<file path="src/rtl/instr_sequencer.sv">
// Instruction fetch/issue sequencer: fetches words from synchronous program memory,
// issues them to the decoder with a one-cycle strobe, and handles JMP/HALT locally.
module instr_sequencer #(
  parameter int          AW      = 8,
  parameter logic [3:0]  HALT_OP = 4'b1000,
  parameter logic [3:0]  JMP_OP  = 4'b1110
) (
  input  logic          clk,
  input  logic          rst_n,
  input  logic          start,
  output logic          imem_rd,
  output logic [AW-1:0] imem_addr,
  input  logic [17:0]   imem_data,
  output logic [17:0]   id,
  output logic          id_valid,
  input  logic          dec_busy,
  output logic [AW-1:0] pc,
  output logic          halted
);

  typedef enum logic [2:0] {
    S_IDLE,
    S_FETCH,
    S_ISSUE,
    S_WAIT,
    S_HALTED
  } state_t;

  state_t          state_q, state_d;
  logic [AW-1:0]   pc_q, pc_d;
  logic [17:0]     id_q, id_d;
  logic            id_valid_q, id_valid_d;
  logic            imem_rd_q, imem_rd_d;
  logic            halted_q, halted_d;
  logic [3:0]      opcode;

  assign opcode = id_q[17:14];

  // Strobes are computed one cycle ahead so every output comes straight from a flop.
  always_comb begin
    state_d    = state_q;
    pc_d       = pc_q;
    id_d       = id_q;
    id_valid_d = 1'b0;
    imem_rd_d  = 1'b0;
    halted_d   = halted_q;
    case (state_q)
      S_IDLE, S_HALTED: begin
        if (start) begin
          pc_d      = '0;
          halted_d  = 1'b0;
          imem_rd_d = 1'b1;
          state_d   = S_FETCH;
        end
      end
      S_FETCH: begin
        state_d = S_ISSUE;
      end
      S_ISSUE: begin
        id_d       = imem_data;
        id_valid_d = 1'b1;
        state_d    = S_WAIT;
      end
      S_WAIT: begin
        if (opcode == HALT_OP) begin
          halted_d = 1'b1;
          state_d  = S_HALTED;
        end else if (opcode == JMP_OP) begin
          pc_d      = id_q[AW-1:0];
          imem_rd_d = 1'b1;
          state_d   = S_FETCH;
        end else if (!dec_busy) begin
          pc_d      = pc_q + AW'(1);
          imem_rd_d = 1'b1;
          state_d   = S_FETCH;
        end
      end
      default: begin
        state_d = S_IDLE;
      end
    endcase
  end

  always_ff @(posedge clk or negedge rst_n) begin
    if (!rst_n) begin
      state_q    <= S_IDLE;
      pc_q       <= '0;
      id_q       <= '0;
      id_valid_q <= 1'b0;
      imem_rd_q  <= 1'b0;
      halted_q   <= 1'b0;
    end else begin
      state_q    <= state_d;
      pc_q       <= pc_d;
      id_q       <= id_d;
      id_valid_q <= id_valid_d;
      imem_rd_q  <= imem_rd_d;
      halted_q   <= halted_d;
    end
  end

  assign imem_rd   = imem_rd_q;
  assign imem_addr = pc_q;
  assign id        = id_q;
  assign id_valid  = id_valid_q;
  assign pc        = pc_q;
  assign halted    = halted_q;

endmodule

</file>
<file path="config.mk">
export PLATFORM = sky130hd
export DESIGN_NAME = instr_sequencer
export DESIGN_NICKNAME = d
export VERILOG_FILES = /design/src/rtl/instr_sequencer.sv
export SDC_FILE = /design/constraint.sdc
export NUM_CORES = 1
export LEC_CHECK = 0
export ABC_CLOCK_PERIOD_IN_PS = 1600
export CAP_MARGIN = 5
export CORE_MARGIN = 2
export CORE_UTILIZATION = 39
export DETAILED_ROUTE_END_ITERATION = 8
export GPL_TIMING_DRIVEN = 1
export PLACE_DENSITY = 0.75
export SYNTH_ARGS = -nofsm -noshare
export SYNTH_HDL_FRONTEND = slang
export SYNTH_SLANG_ARGS = --single-unit
</file>
<file path="constraint.sdc">
create_clock -name clk -period 1.6 [get_ports clk]
set_input_delay 0.32 -clock clk [delete_from_list [all_inputs] [get_ports clk]]
set_output_delay 0.32 -clock clk [all_outputs]
set_load 0.1 [all_outputs]
</file>
==> After elaboration in Yosys (flattened, before gate mapping) <==
Index checks and enable logic that the tools add are counted.
{ "word_totals": {"ff_bits": 32, "out_inout_bits": 37, "elab_cells": 43} }
{ "op_classes": {"add_sub_neg": 1, "eq_ne": 11, "muxes": 19, "reduce_logical": 6} }
{ "ops": {"columns": ["operator", "n"], "rows": [
  ["$mux W8", 4],
  ["$pmux W8 S2", 1],
  ["$mux W3", 4],
  ["$pmux W3 S4", 1],
  ["$add A8 B1 Y8 const B", 1],
  ["$eq A4 B4 Y1 const B", 2],
  ["$mux W1", 7],
  ["$eq A3 B2 Y1 const B", 2],
  ["$ne A2 B2 Y1 const B", 3],
  ["$ne A4 B4 Y1 const B", 1],
  ["$pmux W1 S2", 2],
  ["$reduce_and A4 Y1", 1],
  ["$eq A3 B1 Y1 const B", 1],
  ["$eq A3 B3 Y1 const B", 1],
  ["$logic_not A3 Y1", 1],
  ["$ne A3 B3 Y1 const B", 1],
  ["$reduce_and A3 Y1", 1],
  ["$reduce_and A2 Y1", 1],
  ["$reduce_bool A2 Y1", 1],
  ["$reduce_or A2 Y1", 1]
]} }

==> Logic depth before layout (Yosys ltp) <==
{ "logic_depth": {"word_depth": 5, "ltp_mapped": 6, "mapped_depth_nobuf": 5} }

==> Worst setup path after synthesis <==
OpenSTA, ideal clock, no wires.
{ "synth_timing": {"path_type": "register to register", "from": "register id_q[16] (netlist: id[16])", "to": "register pc_q[2] (netlist: imem_addr[2])", "arrival_ns": 2.129, "required_ns": 1.474, "slack_ns": -0.655, "stages_incl_launch_ff": 5, "period_less_slack_ns": 2.255, "cell_sequence": "dfrtp_1 nand4b_4 a211oi_4 nor2_2 a221o_1"} }
{ "synth_between": {"elab_chain_len": 4} }
{ "synth_lines": {"columns": ["item", "line_no", "rtl"], "rows": [
  ["start: declaration", "31", "logic [17:0] id_q, id_d;"],
  ["start signal: assignment", "95", "id_q <= id_d;"],
  ["$eq A4 B4 Y1", "68", "end else if (opcode == JMP_OP) begin"],
  ["$mux W8", "68", null],
  ["$mux W8", "65", "if (opcode == HALT_OP) begin"],
  ["$pmux W8 S2", "47", "case (state_q)"],
  ["end signal: assignment", "94", "pc_q <= pc_d;"],
  ["end: declaration", "30", "logic [AW-1:0] pc_q, pc_d;"]
]} }
Parallel ways exist; a longest one is shown, timed or not. The select of a mux whose other input is x is not followed.
A chain may end at the register's enable or synchronous reset.

==> Worst setup path after layout <==
{ "layout_timing": {"from": "register id_q[16] (netlist: id[16])", "to": "register pc_q[3] (netlist: imem_addr[3])"} }
The elaborated chain is that of the path after synthesis.

==> results_dict.tcl <==
set metrics [dict create \
    antenna_found_initial 0 \
    clock_skew_ns 0.00174 \
    drc 0 \
    fillers 245 \
    critical_path_class "reg -> reg" \
    synthTopCellsByCount "dfrtp_1, mux2_2, buf_4" \
    hold_class "in -> async" \
    cts.sinks 32 \
    core_area_um2 3740 \
    fin_nets 227 \
    synth_edf_count 0 \
    numCtsBuffers 5 \
    dpl.hpwl_mm 3.14 \
    place_congestion 0.851 \
    start_util_pct 41.4 \
    routedWlPerCell_um 17.2 \
    yosys.area.top_type "dfrtp_1" \
    clkSlewWorstSetupHoldPaths_ns 0.07 \
    ios 59 \
    synth_area_um2 1550 \
    drt-initial-drc-count 84 \
    cp.required_ns 1.82 \
    min_period_ns 1.65 \
    io_buffers 58 \
    fin_crit_sh_pct 103 \
    grt_pass1_vias 1500 \
    hold_violations 0 \
    grt_pass1_wl_mm 7.33 \
    critPathLaunch "id[16]$_DFFE_PN0P_" \
    final.setup.worst_slack_ns -0.0489 \
    synth_top_area_share_pct 51.6 \
    synth_cells 125 \
    grt_use_total_pct 22.2 \
    synthToLayoutAreaGrowth_pct 84.4 \
    grt_max_degree 33 \
    grt.busiest_layer "met2" \
    ys_seq_elements 32 \
    gr-usage-met1_pct 25.8 \
    ant_nets 0 \
    r2r_cells 4 \
    violations "negative setup slack" \
    slowest_stage "dfrtp_4" \
    final_cell_area_um2 2860 \
    worstPathCellList "and4b_2 -> or4_4 -> o22ai_1 -> o2bb2ai_1" \
    setup_viol 6 \
    rrSetupSlack_ns -0.05 \
    final_max_slew_viol_count 0 \
    yosys_warnings 0 \
    die_area_um2 4500 \
    r2r-start "id[16]$_DFFE_PN0P_" \
    grtUsageMet2_pct 36.3 \
    synth_area_per_cell_um2 12.4 \
    fp.dieH_um 67.1 \
    place_area_um2 2660 \
    async_reset_ff_share_pct 100 \
    clockBufferDepth 2 \
    worstPathArrival_ns 1.86 \
    post_drt_via_cell_ratio 5.39 \
    max_clock_freq_mhz 606 \
    vias 1364 \
    synthTopCellsByArea "dfrtp_1, mux2_2, buf_4" \
    synth_nets 148 \
    diodes 0 \
    drv_cap 0 \
    die_w_um 67.1 \
    placementRows 22 \
    htreeDepth 2 \
    hold_buffers 0 \
    wl_mm 4.36 \
    clk-insertion-delay-late_ns 0.29 \
    slowest_delay_ns 0.50 \
    end_kind "register" \
    grt_use_met3_pct 8.61 \
    firstDrtPassIters 4 \
    cp_max_fo 5 \
    cts_tree "built" \
    drive_gt1_share_pct 57.6 \
    startpoint_type "register" \
    cts-root-buf "clkbuf_8" \
    rsz0062_at_grt "yes" \
    status "complete, but fails checks" \
    grt_overflow 0 \
    yosysMostFrequentCell "dfrtp_1" \
    worst_r2r_endpoint "imem_addr[3]$_DFFE_PN0P_" \
    tightest_slew_ns 0.401 \
    ys_seq_area_share_pct 51.6 \
    relSlewSlack_pct 73.3 \
    pre_cts_slack_ns -0.229 \
    ys.flop_type "dfrtp_1" \
    cp-endpoint "imem_addr[3]$_DFFE_PN0P_" \
    synth_cell_type_count 39 \
]
## cell type report
cell class / count / area [µm²] / share of cell area (%)
sequential: 32 / 826 / 28.9
tap: 48 / 60.1 / 2.10
clock buffer: 5 / 68.8 / 2.41
multi-input combinational: 78 / 689 / 24.1
inverter: 3 / 11.3 / 0.394
clock inverter: 3 / 42.5 / 1.49
timing repair buffer: 84 / 1160 / 40.6
## critical path, delay by kind of cell (launching register included)
kind	cells	cell delay [ns]
compound gates	2	0.31
flops	1	0.50
simple gates	2	0.76
## kinds of logic (layout without fill, tap and decap cells)
| kind of cell | after synthesis | after routing | share of synthesized area [%] |
|---|---|---|---|
| compound gates | 24 | 24 | 12.6 |
| buf+inv | 15 | 95 | 5.81 |
| fa+ha+maj | 1 | 1 | 0.806 |
| mux | 20 | 20 | 14.5 |
| simple gates | 33 | 33 | 14.7 |
| flops | 32 | 32 | 51.6 |
## per-stage QoR
stage / TNS [ns] / util, % / cells / hold slack (ns)
2_1_floorplan: -1.80 / - / 125 / 0.0244
3_3_place_gp: -0.934 / 71.2 / 238 / 0.512
3_5_place_dp: -1.34 / 71.2 / 238 / 0.528
4_1_cts: -0.0863 / 75.7 / 251 / 0.449
5_1_grt: -0.805 / 76.4 / 253 / 0.471
6_report: -0.173 / 76.4 / 253 / 0.440
## worst min-delay path by stage
stage,depth (start not counted),start,endpoint,slack [ns]
floorplan,0,rst_n,halted$_DFFE_PN0P_,0.02
global placement,2,state_q[2]$_DFFE_PN0P_,state_q[1]$_DFFE_PN0P_,0.51
detailed placement,2,state_q[2]$_DFFE_PN0P_,state_q[1]$_DFFE_PN0P_,0.53
CTS,2,rst_n,id[14]$_DFFE_PN0P_,0.45
global route,2,rst_n,id[15]$_DFFE_PN0P_,0.47
finish,2,rst_n,id[15]$_DFFE_PN0P_,0.44
## sequential cells by signal (all words and copies together) (netlist names)
register,count
imem_addr,8
id_valid,1
halted,1
id,18
state_q,3
imem_rd,1
## routing by layer
metal | wire length [µm] | share of wire (%)
met1 | 1640 | 38
met2 | 2200 | 50
met3 | 416 | 9.5
met4 | 112 | 2.6
met5 | 0 | 0
## what timing repair did
action	4_1_cts	5_1_grt
buffers inserted	5	2
pin swaps	2	2
endpoints found under the setup margin	8	9
resized for setup	5	4
## cells in the final DEF (no fill, tap or decap), types with 2 or more instances in the layout
cell type	n
nand2_1	3
nand3b_1	3
a22o_2	2
nand2_2	2
nor2_4	2
nor2_1	6
dfrtp_2	8
buf_12	38
inv_1	2
a21oi_1	3
dfrtp_1	20
buf_4	24
clkbuf_8	5
nor3_1	2
mux2_4	2
o2bb2ai_1	3
a22o_1	2
dfrtp_4	4
o22ai_1	4
and3_1	4
clkdlybuf4s50_1	21
mux2_2	18
Power is left out: the tool's default activity adds up to more than one toggle a clock period on the data nets, which glitch-free logic cannot reach.
